File: src/rtl/branch_predictor_if.sv
// rtl/branch_predictor_if.sv - IF lookup and EX resolve signal bundle for branch_predictor
interface branch_predictor_if #(
  parameter int WORD_SIZE = 16
);
  logic [WORD_SIZE-1:0] if_pc;
  logic [WORD_SIZE-1:0] if_pred_pc;
  logic                 if_pred_taken;
  logic                 ex_valid;
  logic                 ex_is_branch;
  logic                 ex_is_jump;
  logic [WORD_SIZE-1:0] ex_pc;
  logic                 ex_taken;
  logic [WORD_SIZE-1:0] ex_target;
  logic [WORD_SIZE-1:0] ex_pred_pc;
  logic                 mispredict;
  logic [WORD_SIZE-1:0] redirect_pc;

  modport master (
    output if_pc, ex_valid, ex_is_branch, ex_is_jump, ex_pc, ex_taken, ex_target, ex_pred_pc,
    input  if_pred_pc, if_pred_taken, mispredict, redirect_pc
  );

  modport slave (
    input  if_pc, ex_valid, ex_is_branch, ex_is_jump, ex_pc, ex_taken, ex_target, ex_pred_pc,
    output if_pred_pc, if_pred_taken, mispredict, redirect_pc
  );
endinterface

File: src/rtl/branch_predictor.sv
// rtl/branch_predictor.sv - direct-mapped BTB predictor with 2-bit counters and EX-side resolver
// Optional BP_STATS_EN adds saturating branch/mispredict statistics counters.
module branch_predictor #(
  parameter int         WORD_SIZE = 16,
  parameter int         IDX_W     = 4,
  parameter logic [1:0] CTR_INIT  = 2'b10
) (
  input  logic                clk,
  input  logic                reset_n,
  branch_predictor_if.slave   bp
`ifdef BP_STATS_EN
  ,
  output logic [15:0]         stat_branches,
  output logic [15:0]         stat_mispredicts
`endif
);
  localparam int ENTRIES = 2 ** IDX_W;
  localparam int TAG_W   = WORD_SIZE - IDX_W;

  logic [ENTRIES-1:0]   valid_q;
  logic [1:0]           ctr_q    [ENTRIES];
  logic [TAG_W-1:0]     tag_q    [ENTRIES];
  logic [WORD_SIZE-1:0] target_q [ENTRIES];

  logic [IDX_W-1:0]     if_idx, ex_idx;
  logic [TAG_W-1:0]     if_tag, ex_tag;
  logic                 if_hit, ex_hit;
  logic [WORD_SIZE-1:0] actual_next;
  logic                 upd_we, tgt_we;
  logic [1:0]           upd_ctr_d;

  assign if_idx = bp.if_pc[IDX_W-1:0];
  assign if_tag = bp.if_pc[WORD_SIZE-1:IDX_W];
  assign ex_idx = bp.ex_pc[IDX_W-1:0];
  assign ex_tag = bp.ex_pc[WORD_SIZE-1:IDX_W];

  // Lookup reads registered state only, so a same-cycle update is not yet visible.
  assign if_hit           = valid_q[if_idx] && (tag_q[if_idx] == if_tag);
  assign bp.if_pred_taken = if_hit && ctr_q[if_idx][1];
  assign bp.if_pred_pc    = bp.if_pred_taken ? target_q[if_idx] : bp.if_pc + WORD_SIZE'(1);

  assign actual_next = (bp.ex_is_jump || (bp.ex_is_branch && bp.ex_taken)) ?
                       bp.ex_target : bp.ex_pc + WORD_SIZE'(1);
  assign bp.mispredict  = reset_n && bp.ex_valid && (bp.ex_is_branch || bp.ex_is_jump) &&
                          (actual_next != bp.ex_pred_pc);
  assign bp.redirect_pc = (reset_n && bp.ex_valid) ? actual_next : '0;

  assign ex_hit = valid_q[ex_idx] && (tag_q[ex_idx] == ex_tag);

  always_comb begin
    upd_we    = 1'b0;
    tgt_we    = 1'b0;
    upd_ctr_d = ctr_q[ex_idx];
    if (bp.ex_valid) begin
      if (bp.ex_is_jump) begin
        upd_we    = 1'b1;
        tgt_we    = 1'b1;
        upd_ctr_d = 2'b11;
      end else if (bp.ex_is_branch) begin
        if (ex_hit) begin
          upd_we = 1'b1;
          tgt_we = bp.ex_taken;
          if (bp.ex_taken)
            upd_ctr_d = (ctr_q[ex_idx] == 2'b11) ? 2'b11 : ctr_q[ex_idx] + 2'b01;
          else
            upd_ctr_d = (ctr_q[ex_idx] == 2'b00) ? 2'b00 : ctr_q[ex_idx] - 2'b01;
        end else if (bp.ex_taken) begin
          upd_we    = 1'b1;
          tgt_we    = 1'b1;
          upd_ctr_d = CTR_INIT;
        end
      end
    end
  end

  always_ff @(posedge clk or negedge reset_n) begin
    if (!reset_n) begin
      valid_q <= '0;
      for (int i = 0; i < ENTRIES; i++) ctr_q[i] <= 2'b01;
    end else if (upd_we) begin
      valid_q[ex_idx] <= 1'b1;
      ctr_q[ex_idx]   <= upd_ctr_d;
    end
  end

  // Tag/target need no reset: an entry is meaningless until its valid bit is set.
  always_ff @(posedge clk) begin
    if (tgt_we) begin
      tag_q[ex_idx]    <= ex_tag;
      target_q[ex_idx] <= bp.ex_target;
    end
  end

`ifdef BP_STATS_EN
  logic [15:0] stat_branches_q, stat_mispredicts_q;

  always_ff @(posedge clk or negedge reset_n) begin
    if (!reset_n) begin
      stat_branches_q    <= '0;
      stat_mispredicts_q <= '0;
    end else begin
      if (bp.ex_valid && (bp.ex_is_branch || bp.ex_is_jump) && stat_branches_q != 16'hFFFF)
        stat_branches_q <= stat_branches_q + 16'd1;
      if (bp.mispredict && stat_mispredicts_q != 16'hFFFF)
        stat_mispredicts_q <= stat_mispredicts_q + 16'd1;
    end
  end

  assign stat_branches    = stat_branches_q;
  assign stat_mispredicts = stat_mispredicts_q;
`endif
endmodule

File: src/flat_wrapper.sv
// flat-port wrapper written by rule: the top's interface ports become plain ports
module branch_predictor_flat 
#(
  parameter int         WORD_SIZE = 16,
  parameter int         IDX_W     = 4,
  parameter logic [1:0] CTR_INIT  = 2'b10
)
  (clk, reset_n, bp_if_pc, bp_ex_valid, bp_ex_is_branch, bp_ex_is_jump, bp_ex_pc, bp_ex_taken, bp_ex_target, bp_ex_pred_pc, bp_if_pred_pc, bp_if_pred_taken, bp_mispredict, bp_redirect_pc);
  branch_predictor_if #(.WORD_SIZE(WORD_SIZE)) bp_i ();
  input  logic clk;
  input  logic reset_n;
  input wire logic [$bits(bp_i.if_pc)-1:0] bp_if_pc;
  input wire logic [$bits(bp_i.ex_valid)-1:0] bp_ex_valid;
  input wire logic [$bits(bp_i.ex_is_branch)-1:0] bp_ex_is_branch;
  input wire logic [$bits(bp_i.ex_is_jump)-1:0] bp_ex_is_jump;
  input wire logic [$bits(bp_i.ex_pc)-1:0] bp_ex_pc;
  input wire logic [$bits(bp_i.ex_taken)-1:0] bp_ex_taken;
  input wire logic [$bits(bp_i.ex_target)-1:0] bp_ex_target;
  input wire logic [$bits(bp_i.ex_pred_pc)-1:0] bp_ex_pred_pc;
  output wire logic [$bits(bp_i.if_pred_pc)-1:0] bp_if_pred_pc;
  output wire logic [$bits(bp_i.if_pred_taken)-1:0] bp_if_pred_taken;
  output wire logic [$bits(bp_i.mispredict)-1:0] bp_mispredict;
  output wire logic [$bits(bp_i.redirect_pc)-1:0] bp_redirect_pc;
  assign bp_i.if_pc = bp_if_pc;
  assign bp_i.ex_valid = bp_ex_valid;
  assign bp_i.ex_is_branch = bp_ex_is_branch;
  assign bp_i.ex_is_jump = bp_ex_is_jump;
  assign bp_i.ex_pc = bp_ex_pc;
  assign bp_i.ex_taken = bp_ex_taken;
  assign bp_i.ex_target = bp_ex_target;
  assign bp_i.ex_pred_pc = bp_ex_pred_pc;
  assign bp_if_pred_pc = bp_i.if_pred_pc;
  assign bp_if_pred_taken = bp_i.if_pred_taken;
  assign bp_mispredict = bp_i.mispredict;
  assign bp_redirect_pc = bp_i.redirect_pc;
  branch_predictor #(.WORD_SIZE(WORD_SIZE), .IDX_W(IDX_W), .CTR_INIT(CTR_INIT)) u_core (.clk(clk), .reset_n(reset_n), .bp(bp_i));
endmodule
File: config.mk
export PLATFORM = sky130hd
export DESIGN_NAME = branch_predictor_flat
export DESIGN_NICKNAME = d
export VERILOG_FILES = /design/src/rtl/branch_predictor_if.sv /design/src/rtl/branch_predictor.sv /design/src/flat_wrapper.sv
export SDC_FILE = /design/constraint.sdc
export NUM_CORES = 1
export LEC_CHECK = 0
export BUFFER_PORTS_ARGS = -buffer_cell sky130_fd_sc_hd__buf_2
export CAP_MARGIN = 20
export CORE_MARGIN = 2
export CORE_UTILIZATION = 55
export CTS_CLUSTER_SIZE = 16
export DETAILED_ROUTE_END_ITERATION = 10
export GPL_ROUTABILITY_DRIVEN = 0
export HOLD_SLACK_MARGIN = 0.05
export PLACE_DENSITY = 0.76
export SYNTH_ARGS = -nofsm -noshare
export SYNTH_HDL_FRONTEND = slang
export SYNTH_SLANG_ARGS = --single-unit
File: constraint.sdc
create_clock -name clk -period 12.3 [get_ports clk]
set_input_delay 2.46 -clock clk [delete_from_list [all_inputs] [get_ports clk]]
set_output_delay 2.46 -clock clk [all_outputs]
set_load 0.05 [all_outputs]
==> results summary <==
In the final routed layout, each cell accounts on average for 31.15 um. The number of clock sinks is 496. The clock arrives with approximately 30 ps of skew. The unique cell type count in the Yosys netlist came out at just over 60.

The number of stages on the worst hold path is 1. The insertion delay to the later sink of the worst-skew pair came out at between 600 and 700 ps. The number of nets in the layout is ~1400. The post-route setup TNS came out at 0 ps. The maximum clock rate is about 0.11 GHz. The static power due to leakage is between 8 and 9 nW. The critical path arrival came out at between 6000 and 7000 ps.

The first-pass GRT wire length is 88350 um. The count of state elements after synthesis came out at about 500. Setup repair after global routing left no endpoint under its margin. The number of port buffers came out at around 100.

The final max-slew violation count is 0. The number of optimization iterations in the first detailed-route pass came out at 6. The worst slew margin relative to its limit is just under 30%. The clock-pin transition on the worst setup and hold timing paths came out at 60 ps. The maximum count of clock buffers along a single path is 3.

The final hold violation count came out at 0. Walking the worst path, the cells encountered are buf_4 -> buf_4 -> mux4_2 -> mux4_2 -> xnor2_1 -> nand4_1 -> nor2_1 -> nand4_2 -> mux2_2 -> buf_2. For this run, the number of standard cells in the final layout without fillers is around 1900. Dividing the synthesized area by the synthesized cell count gives between 15 and 20 um2. The critical path is of the input pin to primary output type. For this run, the number of Yosys warnings is 0. The residual overflow from global routing came out at 0. The number of levels in the clock H-tree came out at 2. The type of element launching the critical path is an input pin. Summed over all nets, the half-perimeter wirelength after detailed placement is between 30000 and 40000 um. STA puts the critical path data required time at 9840 ps.

The count of max-cap constraint violations is 0. Prior to clock tree synthesis, the placed netlist has a worst setup slack of between 2000 and 3000 ps. The setup slack after layout is 2886 ps. Once detail routing completed, the nets flagged for antenna violations numbered 0.

The total routing usage reported by global routing is 28.29%. The largest individual stage delay along the critical path comes from the cell sky130_fd_sc_hd__buf_4. The aggregate routed wire length came out at between 60000 and 70000 um. From synthesis to final layout, the design area changed by 12.39%.

In this run the worst path has a maximum fanout of 68. The startpoint of the most critical hold path is u_core.valid_q[3]$_DFFE_PN0P_. In this run the standard cell core region covers just over 40000 um2. The clock period minus final worst setup slack is about 9400 ps.

Across all register-to-register paths, the minimum setup slack is about 8600 ps. The placed instance count came out at around 1800. The routed via count came out at between 10000 and 15000.

The worst register-to-register path begins at u_core.tag_q[1][2]$_DFFE_PP_. After synthesis, the share of flip-flops with an asynchronous set or reset is roughly a tenth. The number of placement rows is 74.

Setup violations remaining at the end of the flow were counted as 0. The slew at the pin closest to its max-slew limit came out at roughly 1100 ps. The flow ran to the end, and the final reports show no timing, DRC or antenna violations.

The via count of the first global-routing pass is between 10000 and 15000. In the routed layout, each cell is associated on average with a via count of between 6 and 7. The gate count after technology mapping came out at about 1300. The chip height came out at around 210 um. The number of setup buffers added after CTS is 0. The pin count of the biggest net entering global routing is 69. The total power is slightly below 4 mW. The number of enable flip-flop cells after synthesis came out at between 400 and 500.

The final cycle utilization of the critical path is about three quarters. Post-CTS repair changed the size of 0 cells. The initial standard-cell utilization of the core is a little under three fifths. The net count after synthesis came out at 1334. The boundary pin count is approximately 100. The synthesized design spends more area on one cell type than any other, namely sky130_fd_sc_hd__edfxtp_1. The area of the mapped netlist is between 20000 and 25000 um2. The number of buffers created by CTS is 50. The post-route netlist has between 30% and 40% of its cells at a drive strength greater than 1. The tree is rooted in a sky130_fd_sc_hd__clkbuf_16.

The number of DRC markers in iteration 0 came out at around 1800. TritonCTS built the clock tree. The fraction of the yosys area taken by sequential cells is between 60 and 70%. The worst reg2reg path depth is 8. The initial antenna violation count came out at 3. The path with the worst hold slack has its endpoint at u_core.valid_q[3]$_DFFE_PN0P_. The DRC violations left is 0. The maximum vdd drop came out at between 0.0001 and 0.00015 V. The die area came out at between 40000 and 50000 um2.

The top cell type's share of synthesized area came out at roughly 59%. The number of hold buffers added after CTS was 0. From left edge to right edge, the die measures between 200 and 250 um. The min-delay analysis places its worst path in the category flop to flop. The critical path's largest stage delay came out at approximately 870 ps. The flip-flop cell with the highest count after synthesis is sky130_fd_sc_hd__edfxtp_1.

By area the synthesized netlist is led by sky130_fd_sc_hd__edfxtp_1 59%, sky130_fd_sc_hd__mux4_2 19%, sky130_fd_sc_hd__dfrtp_1 3.5%. The endpoint identified for the worst register-to-register timing path is u_core.ctr_q[27]$_DFFE_PN0P_. STA classifies the critical path endpoint as a primary output. Power spread over the standard cell area amounts to about 150 nW/um2.
## per-layer routing
metal | vias up | part of all wire [%] | wire length [um] | global-route usage (%)
met3 | 143 | 11 | 6780 | 5.719
met5 | - | 0.038 | 23 | 0
li1 | 5358 | - | - | -
met4 | 4 | 3.7 | 2217 | 11.58
met1 | 6756 | 37 | 22540 | 39.76
met2 | 909 | 48 | 28690 | 43.99
## cell families after synthesis
logic type                 after synthesis  synth area share (%)
xor gates and xnor gates                66                 2.542
DFF                                    496                 64.54
and+or+nand+nor                        224                 4.936
adders and majority gates                6                0.3192
muxes                                  255                 21.98
AOI/OAI and AO/OA                      121                 3.731
buffers and inverters                   91                 1.948
## critical path: cells and delay by family
kind / cells / cell delay (ps)
AND/OR/NAND/NOR: 3 / 960
XOR/XNOR: 1 / 140
buffers and inverters: 3 / 1790
multiplexers: 3 / 1450
## worst max-delay path by stage
stage	slack, ps	from	to	cells after the start
5_1_grt	2740	bp_if_pc[1]	bp_if_pred_pc[11]	10
3_3_place_gp	2990	bp_if_pc[1]	bp_if_pred_pc[8]	10
3_5_place_dp	2950	bp_if_pc[1]	bp_if_pred_pc[9]	10
6_report	2890	bp_if_pc[1]	bp_if_pred_pc[11]	10
2_1_floorplan	4210	bp_if_pc[0]	bp_if_pred_pc[0]	9
4_1_cts	2930	bp_if_pc[1]	bp_if_pred_pc[11]	10
## through the flow
stage / hold slack, ps / utilization [%] / instance area, um2
3_3_place_gp: 478.2 / 58.43 / 23860
3_5_place_dp: 479.0 / 58.43 / 23860
4_1_cts: 496.9 / 62.58 / 25550
2_1_floorplan: 457.6 / - / 22740
5_1_grt: 517.0 / 62.58 / 25550
6_report: 500.1 / 62.58 / 25550
## cell type report
cell class,count,area (um2)
Fill cell,2754,15280
Clock buffer,54,1287
Sequential cell,496,14670
Tap cell,532,665.6
Timing Repair Buffer,130,732.0
Antenna cell,1,2.502
Clock inverter,38,405.4
Multi-Input combinational cell,672,7745
Inverter,11,41.29
## Yosys cell counts (6+ instances only)
cell type                  count
sky130_fd_sc_hd__buf_2        23
sky130_fd_sc_hd__nor2_1       48
sky130_fd_sc_hd__mux2i_1      41
sky130_fd_sc_hd__xnor2_1      35
sky130_fd_sc_hd__nand4_1      16
sky130_fd_sc_hd__edfxtp_1    448
sky130_fd_sc_hd__mux4_2      192
sky130_fd_sc_hd__nand3_1      26
sky130_fd_sc_hd__o22a_1       29
sky130_fd_sc_hd__o21ai_0      13
sky130_fd_sc_hd__buf_1        11
sky130_fd_sc_hd__or3_1         6
sky130_fd_sc_hd__clkbuf_1     35
sky130_fd_sc_hd__a31oi_1       8
sky130_fd_sc_hd__dfrtp_1      32
sky130_fd_sc_hd__mux2_2       21
sky130_fd_sc_hd__nor2b_1      17
sky130_fd_sc_hd__and2_1        8
sky130_fd_sc_hd__nor3_1        8
sky130_fd_sc_hd__o211ai_1      8
sky130_fd_sc_hd__xor2_1       31
sky130_fd_sc_hd__nand2_1      56
sky130_fd_sc_hd__or2_2        18
sky130_fd_sc_hd__dfstp_2      16
sky130_fd_sc_hd__inv_1        10
sky130_fd_sc_hd__a21oi_1      32
## sequential cells by signal, indices dropped and copies added (netlist names)
signal / cells
u_core.tag_q: 192
u_core.valid_q: 16
u_core.ctr_q: 32
u_core.target_q: 256
## placed cells by master, fill, tap and decap left out, types with 31 or more instances in the layout
cell / n
sky130_fd_sc_hd__edfxtp_1: 448
sky130_fd_sc_hd__mux4_2: 192
sky130_fd_sc_hd__buf_2: 100
sky130_fd_sc_hd__nand2_1: 56
sky130_fd_sc_hd__clkbuf_16: 51
sky130_fd_sc_hd__mux2i_1: 41
sky130_fd_sc_hd__xnor2_1: 35
sky130_fd_sc_hd__nor2_1: 32
sky130_fd_sc_hd__dfrtp_1: 32
sky130_fd_sc_hd__xor2_1: 31
sky130_fd_sc_hd__a21oi_1: 31
## power by group
group | internal (mW) | switching (mW)
clock | 0.924 | 0.651
sequential | 1.91 | 0.0349
combinational | 0.178 | 0.231
No activity file was read; power rests on OpenSTA's default activity.
